===== src/rtl/sync_pulse_pkg.sv =====
// Shared types and constants for the multi-channel pulse synchronizer.
package sync_pulse_pkg;

   // Per-channel edge qualification, 2 bits per channel on the mode bus.
   typedef enum logic [1:0] {
      MODE_RISE = 2'b00,
      MODE_FALL = 2'b01,
      MODE_BOTH = 2'b10,
      MODE_OFF  = 2'b11
   } mode_e;

   // Fewer than two flops leaves no settling time for a metastable first stage.
   localparam int SYNC_STAGES_MIN = 2;

endpackage


===== src/rtl/sync_pulse_ch.sv =====
// One channel: synchronizer chain, optional glitch filter, edge detect,
// registered event pulse, sticky pending flag and saturating event counter.
module sync_pulse_ch
   import sync_pulse_pkg::*;
#(
   parameter int SYNC_STAGES = 2,
   parameter int FILT_CYC    = 0,
   parameter int CNT_W       = 8
) (
   input  logic             clk,
   input  logic             rstn,
   input  logic             async_in,
   input  logic [1:0]       mode,
   input  logic             ack,
   output logic             pose_b_out,
   output logic             level_b_out,
   output logic             pend,
   output logic [CNT_W-1:0] cnt,
   output logic             ovf
);

   localparam logic [CNT_W-1:0] CNT_MAX = {CNT_W{1'b1}};

   logic [SYNC_STAGES-1:0] sync_p0;
   logic                   s_p0;
   logic                   level_p1;
   logic                   level_p2;
   logic                   rise;
   logic                   fall;
   logic                   evt;
   mode_e                  mode_sel;

   // Shift the raw input through the synchronizer chain.
   always_ff @(posedge clk or negedge rstn) begin
      if (!rstn) begin
         sync_p0 <= '0;
      end else begin
         sync_p0 <= {sync_p0[SYNC_STAGES-2:0], async_in};
      end
   end

   assign s_p0 = sync_p0[SYNC_STAGES-1];

   // ---- stage boundary: synchronized level -> filtered level ----
   if (FILT_CYC == 0) begin : g_nofilt
      assign level_p1 = s_p0;
   end else begin : g_filt
      localparam int FW = $clog2(FILT_CYC + 1);
      logic [FW-1:0] fcnt;
      logic          filt_q;

      // Adopt the new level only once it has disagreed for FILT_CYC cycles.
      always_ff @(posedge clk or negedge rstn) begin
         if (!rstn) begin
            fcnt   <= '0;
            filt_q <= 1'b0;
         end else if (s_p0 != filt_q) begin
            if (fcnt == FW'(FILT_CYC - 1)) begin
               filt_q <= s_p0;
               fcnt   <= '0;
            end else begin
               fcnt <= fcnt + FW'(1);
            end
         end else begin
            fcnt <= '0;
         end
      end

      assign level_p1 = filt_q;
   end

   assign level_b_out = level_p1;

   // ---- stage boundary: filtered level -> delayed copy for edge detect ----
   // Keep the previous filtered level so transitions can be detected.
   always_ff @(posedge clk or negedge rstn) begin
      if (!rstn) begin
         level_p2 <= 1'b0;
      end else begin
         level_p2 <= level_p1;
      end
   end

   assign rise     = level_p1 & ~level_p2;
   assign fall     = ~level_p1 & level_p2;
   assign mode_sel = mode_e'(mode);

   // Qualify the detected transitions by the channel's edge mode.
   always_comb begin
      evt = 1'b0;
      case (mode_sel)
         MODE_RISE: evt = rise;
         MODE_FALL: evt = fall;
         MODE_BOTH: evt = rise | fall;
         default:   evt = 1'b0;
      endcase
   end

   // ---- stage boundary: event -> pulse, pending flag and counter ----
   // Event bookkeeping; an event in the acknowledge cycle survives the clear.
   always_ff @(posedge clk or negedge rstn) begin
      if (!rstn) begin
         pose_b_out <= 1'b0;
         pend       <= 1'b0;
         cnt        <= '0;
         ovf        <= 1'b0;
      end else begin
         pose_b_out <= evt;
         pend       <= evt | (pend & ~ack);
         if (ack) begin
            cnt <= evt ? CNT_W'(1) : '0;
            ovf <= 1'b0;
         end else if (evt) begin
            if (cnt == CNT_MAX) begin
               ovf <= 1'b1;
            end else begin
               cnt <= cnt + CNT_W'(1);
            end
         end
      end
   end

endmodule


===== src/rtl/sync_pulse_mc.sv =====
// Multi-channel pulse synchronizer: CH independent sync_pulse_ch instances
// bringing foreign-domain events into the clk domain.
module sync_pulse_mc
   import sync_pulse_pkg::*;
#(
   parameter int CH          = 4,
   parameter int SYNC_STAGES = 2,
   parameter int FILT_CYC    = 0,
   parameter int CNT_W       = 8
) (
   input  logic                clk,
   input  logic                rstn,
   input  logic [CH-1:0]       async_in,
   input  logic [2*CH-1:0]     mode,
   input  logic [CH-1:0]       ack,
   output logic [CH-1:0]       pose_b_out,
   output logic [CH-1:0]       level_b_out,
   output logic [CH-1:0]       pend,
   output logic [CH*CNT_W-1:0] cnt,
   output logic [CH-1:0]       ovf
);

   // Reject parameter sets the channel logic cannot support.
   if (SYNC_STAGES < SYNC_STAGES_MIN) begin : g_bad_sync
      $error("sync_pulse_mc: SYNC_STAGES must be at least %0d", SYNC_STAGES_MIN);
   end
   if (CH < 1 || CH > 32) begin : g_bad_ch
      $error("sync_pulse_mc: CH must be in 1..32");
   end
   if (CNT_W < 1 || CNT_W > 16) begin : g_bad_cnt
      $error("sync_pulse_mc: CNT_W must be in 1..16");
   end
   if (FILT_CYC < 0) begin : g_bad_filt
      $error("sync_pulse_mc: FILT_CYC must not be negative");
   end

   for (genvar i = 0; i < CH; i++) begin : g_ch
      sync_pulse_ch #(
         .SYNC_STAGES (SYNC_STAGES),
         .FILT_CYC    (FILT_CYC),
         .CNT_W       (CNT_W)
      ) u_ch (
         .clk         (clk),
         .rstn        (rstn),
         .async_in    (async_in[i]),
         .mode        (mode[2*i +: 2]),
         .ack         (ack[i]),
         .pose_b_out  (pose_b_out[i]),
         .level_b_out (level_b_out[i]),
         .pend        (pend[i]),
         .cnt         (cnt[CNT_W*i +: CNT_W]),
         .ovf         (ovf[i])
      );
   end

endmodule


===== config.mk =====
export PLATFORM = sky130hd
export DESIGN_NAME = sync_pulse_mc
export DESIGN_NICKNAME = d
export VERILOG_FILES = /design/src/rtl/sync_pulse_pkg.sv /design/src/rtl/sync_pulse_ch.sv /design/src/rtl/sync_pulse_mc.sv
export SDC_FILE = /design/constraint.sdc
export NUM_CORES = 1
export LEC_CHECK = 0
export BUFFER_PORTS_ARGS = -buffer_cell sky130_fd_sc_hd__buf_4
export CAP_MARGIN = 10
export CORE_MARGIN = 2
export CORE_UTILIZATION = 53
export DETAILED_ROUTE_END_ITERATION = 6
export GPL_ROUTABILITY_DRIVEN = 0
export GPL_TIMING_DRIVEN = 0
export PLACE_DENSITY = 0.79
export SYNTH_ARGS = -nofsm -noshare
export SYNTH_HDL_FRONTEND = slang
export SYNTH_SLANG_ARGS = --single-unit

===== constraint.sdc =====
create_clock -name clk -period 2.83 [get_ports clk]
set_input_delay 0.1415 -clock clk [delete_from_list [all_inputs] [get_ports clk]]
set_output_delay 0.1415 -clock clk [all_outputs]
set_load 0.05 [all_outputs]

-- After elaboration in Yosys (flattened, before gate mapping)
Cells that the tools add are included.
- latch bits: 0
- memory bits (writable): 0
- bits in registers: 56
- output and inout bits: 48
- memories: 0
- input port bits: 18
- ROM bits: 0
- bitwise logic cells: 32
- multiplexer cells: 32
- magnitude comparators: 0
- multipliers: 0
- equal/unequal tests: 16
- divide/modulo/power cells: 0
- shifts and indexed selects: 0
- add/sub/neg operators: 4
- reductions and logical operators: 20
- operators with widths (operator ; count):
    $mux 8 ; 12
    $add 8x1->8 const B ; 4
    $eq 8x8->1 const B ; 4
    $mux 1 ; 16
    $reduce_and 2->1 ; 8
    $reduce_bool 2->1 ; 8
    $and 1x1->1 ; 12
    $not 1->1 ; 12
    $pmux 1 s3 ; 4
    $eq 2x1->1 const B ; 4
    $eq 2x2->1 const B ; 4
    $logic_not 2->1 ; 4
    $ne 2x2->1 const B ; 4
    $or 1x1->1 ; 8

-- Depth between registers and ports, before layout
- depth after elaboration: 6
- mapped depth: 8

-- By module
Synthesis repeated with hierarchy kept, for this count alone.
- cells, all modules: 264
- area total of the unflattened synthesis: 2777.7 µm²
- by module, submodules not included (module ; seq. area each (µm²) ; instances ; area each (µm²) ; cells each):
    sync_pulse_ch ; 350.3 ; 4 ; 694.4 ; 66

-- Least setup slack after synthesis
OpenSTA, ideal clock, no wires.
- path type: register to register
- start point: register g_ch[3].u_ch.cnt[0]
- end point: register g_ch[3].u_ch.cnt[3]
- setup slack: 735 ps
- cell stages (with the launch flop): 8
- library setup time: 78 ps
- arrival: 2017 ps
- path through: dfrtp_1 > ha_1 > nand4_1 > nor2_1 > or3_4 > buf_6 > or3_1 > a21oi_1
- longest elaborated chain between the ends: 4
- elaborated cells between the ends (all ways): 7
- classes of those cells: 1 x add/sub; 2 x eq/ne; 3 x mux; 1 x reduce/logical
- ends and longest elaborated chain (item ; RTL line ; RTL):
    start: declaration ; sync_pulse_ch.sv:18 ; output logic [CNT_W-1:0] cnt,
    start signal: assignment ; sync_pulse_ch.sv:111 ; cnt <= evt ? CNT_W'(1) : '0;
    start signal: assignment ; sync_pulse_ch.sv:117 ; cnt <= cnt + CNT_W'(1);
    $add 8x1->8 ; sync_pulse_ch.sv:117 ;
    $mux 8 ; sync_pulse_ch.sv:114 ; if (cnt == CNT_MAX) begin
    $mux 8 ; sync_pulse_ch.sv:113 ; end else if (evt) begin
    $mux 8 ; sync_pulse_ch.sv:110 ; if (ack) begin
Several ways; a longest one is shown, not always the timed one. The select of a mux whose other input is x is not followed.
A chain may end at the register's enable or synchronous reset.

-- Worst setup path in the final report
- start point: register g_ch[3].u_ch.sync_p0[1]
- end point: register g_ch[3].u_ch.cnt[5]
- longest elaborated chain between the ends: 6
- elaborated cells between the ends (all ways): 7
- classes of those cells: 1 x mux; 4 x bitwise; 2 x reduce/logical
- ends and longest elaborated chain (item ; RTL line ; RTL):
    start: declaration ; sync_pulse_ch.sv:24 ; logic [SYNC_STAGES-1:0] sync_p0;
    start signal: assignment ; sync_pulse_ch.sv:38 ; sync_p0 <= {sync_p0[SYNC_STAGES-2:0], async_in};
    $not 1->1 ; sync_pulse_ch.sv:85 ; assign fall = ~level_p1 & level_p2;
    $and 1x1->1 ; sync_pulse_ch.sv:85 ;
    $or 1x1->1 ; sync_pulse_ch.sv:94 ; MODE_BOTH: evt = rise | fall;
    $pmux 1 s3 (*) ; sync_pulse_ch.sv:91 ; case (mode_sel)
    $reduce_bool 2->1 (no line) (*) ; -- ;
    $reduce_and 2->1 (no line) (*) ; -- ;
Every way passes the cells marked *; elsewhere a longest branch is shown, timed or not.

==> metrics <==
Crit Path Max Fanout=4; max-cap viol count=0; PwrDens=494 nW/um2; first-pass GRT wire length=9050 um; Num CTS Buffers=5; area taken by multi-input logic gates=1150 um2; Async S/R FF share, synth=100%; # IOs=66; Design Power=1.73 mW; Post-synth EDFFs=0; top cell type by total area after synthesis=dfrtp_1; Min-Delay Startpoint=ack[2]; Fmax=469 MHz; synth cell count leaders=56 x dfrtp_1, 30 x nor2_1, 22 x a21oi_1, 21 x inv_1, 16 x buf_4; Core Area=5070 um2; final-report setup violation count=0; Worst setup EP type=flop; Synth Instances=282; row cnt=26; TritonCTS clock tree=yes; DIE AREA=5840 um2; DR WL/cell=12.1 um; CTS sink count=56; NetSw=0.506 mW; Vias=2237; top-area cell type share of the netlist area=50.4%; Area growth syn-to-layout=26.2%; setup TNS=0 ps; Fill cells=411; initial antenna violation count=0; Hold Path Class=input port to flop; CP Launch Type=flop; largest net degree at the start of global routing=57; Slew Limit Fails=0; sequential element share of the synthesized area=50.4%; dominant synthesized flop cell=dfrtp_1; r2r endpoint=g_ch[3].u_ch.cnt[5]; Worst-Margin Slew=679 ps; Final nets=388; Mapped Area=2780 um2; syn_nets=312; Max-Slew Margin vs Limit=54.8%; Post-CTS Setup Bufs=0; n_diodes=0; sw frac=29.2%; initial DRC count=92; RR Startpoint=g_ch[3].u_ch.sync_p0[1]; Worst R2R Path Depth=6; die height=76.4 um; unrepaired setup endpoints after global routing=no; CP arrival=2320 ps; critical path type=flop to flop; CTS root buffer=clkbuf_8; Combinational Power Share=20.1%; Clk pwr share=29.6%; vias in the first global route=2096; Reg area=1400 um2; final hold vios=0; flop2flop setup slack=700 ps; DR pass1 iterations=4; Syn Area/Cell=9.86 um2; WP data required=3020 ps; Overflow after GRT=0; Area contributors post-synth=dfrtp_1 50%, ha_1 5.4%, buf_4 4.3%; DRC viols=0; internal power=1.23 mW; Worst-path clk slew=100 ps; clk buf depth=2; hold depth=2; LEAKAGE=1.70 nW; min cycle time layout=2130 ps; share of layout cells above drive strength 1=26.7%; YS warnings=0; #FFs+latches synth=56; status=finished, final reports clean; Reg power frac=50.3%; worst vdd ir=0.368 mV; final wirelength=5200 um; H-tree depth=2; clk_lat worst skew=290 ps; final clock skew=5.32 ps; synth unique cells=47; DR vias/cell=5.21; count leader, synth=dfrtp_1; Initial Utilization=54.8%; Antenna Violating Nets Remaining=0; Tcrit/Tclk final=75.4%; GRT Total Usage=18.6%; Die X=76.4 um; worst hold endpoint=g_ch[2].u_ch.cnt[0]; Post-DP HPWL=3850 um; IO Port Bufs=64
-- cell families (layout without fill, tap and decap cells) --
logic type / Yosys count / in the layout / share of synthesized area, %
AO/OA/AOI/OAI: 53 / 53 / 11.5
XOR/XNOR: 7 / 7 / 2.20
adder cells (fa/ha/maj): 12 / 12 / 5.40
buffers and inverters: 44 / 121 / 8.41
flip-flops: 56 / 56 / 50.4
multiplexers: 6 / 6 / 2.20
AND/OR/NAND/NOR: 104 / 104 / 19.9
-- worst max-delay path, stage by stage, from the launching register on --
cell	delay (ps)
dfrtp_1	420
ha_1	270
nand2b_1	160
and3_4	180
or3_4	400
nor3_1	240
mux2_2	360
-- registers in the layout, summed over array words and instances (netlist names) --
register / cells
g_ch.u_ch.sync_p0: 8
g_ch.u_ch.cnt: 32
g_ch.u_ch.ovf: 4
g_ch.u_ch.level_p2: 4
g_ch.u_ch.pose_b_out: 4
g_ch.u_ch.pend: 4
-- stage by stage --
stage | area (um2) | utilization (%) | worst slack, ps | cells | hold WS [ps]
floorplan | 2780 | - | 735 | 282 | -154
global placement | 3350 | 66.0 | 734 | 416 | 235
detailed placement | 3350 | 66.0 | 702 | 416 | 238
CTS | 3510 | 69.2 | 688 | 429 | 19.2
global route | 3510 | 69.2 | 620 | 429 | 25.6
finish | 3510 | 69.2 | 698 | 429 | 26.6
-- worst max path at each step --
stage	slack (ps)	end	from
2_1_floorplan	730	g_ch[3].u_ch.cnt[3]	g_ch[3].u_ch.cnt[0]
3_3_place_gp	730	g_ch[3].u_ch.cnt[5]	g_ch[3].u_ch.sync_p0[1]
3_5_place_dp	700	g_ch[3].u_ch.cnt[5]	g_ch[3].u_ch.sync_p0[1]
4_1_cts	690	g_ch[3].u_ch.cnt[5]	g_ch[3].u_ch.sync_p0[1]
5_1_grt	620	g_ch[3].u_ch.cnt[2]	g_ch[3].u_ch.sync_p0[1]
6_report	700	g_ch[3].u_ch.cnt[5]	g_ch[3].u_ch.sync_p0[1]
-- area by class of cell --
class | instances | share of cell area (%)
flip-flops and latches | 56 | 39.9
well taps | 70 | 2.49
repair buffers | 69 | 15.1
clock buffers | 5 | 1.96
plain buffers | 23 | 4.42
clock inverters | 3 | 1.21
multi-input cells | 182 | 32.6
inverters | 21 | 2.25
-- power by group through the flow --
stage                     Sequential, mW  Combinational [mW]  Clock [mW]
after detailed placement           0.889               0.345           0
after CTS                          0.873               0.352       0.528
final                              0.873               0.348       0.513
after global placement             0.887               0.339           0
after global routing               0.880               0.377       0.557
after floorplan                    0.944               0.174           0
-- repair_timing --
action,4_1_cts,5_1_grt
hold buffers,5,0
resized for setup,0,0
hold endpoints to repair,60,0
-- cells in the final DEF, fill, tap and decap left out, drive strengths merged, types with 3 or more instances in the layout --
cell type,netlist,layout
nor3,6,6
nand2,14,14
dlygate4sd3,0,5
xnor2,5,5
clkbuf,3,8
mux2i,5,5
a21oi,22,22
nand4,3,3
nor2b,4,4
or3,9,9
nor2,30,30
inv,21,21
buf,20,84
o31ai,3,3
nand2b,8,8
nand3,15,15
o21ai,12,12
ha,12,12
and4,3,3
dfrtp,56,56
-- layer usage --
layer	share of wire [%]	global-route usage, %	up-vias
met5	0	0	-
met3	4.5	3.79	2
met4	0.52	5.45	0
met1	44	23.0	1065
met2	51	32.7	51
li1	-	-	1119
Note: power is estimated with default switching activity, not from simulation.
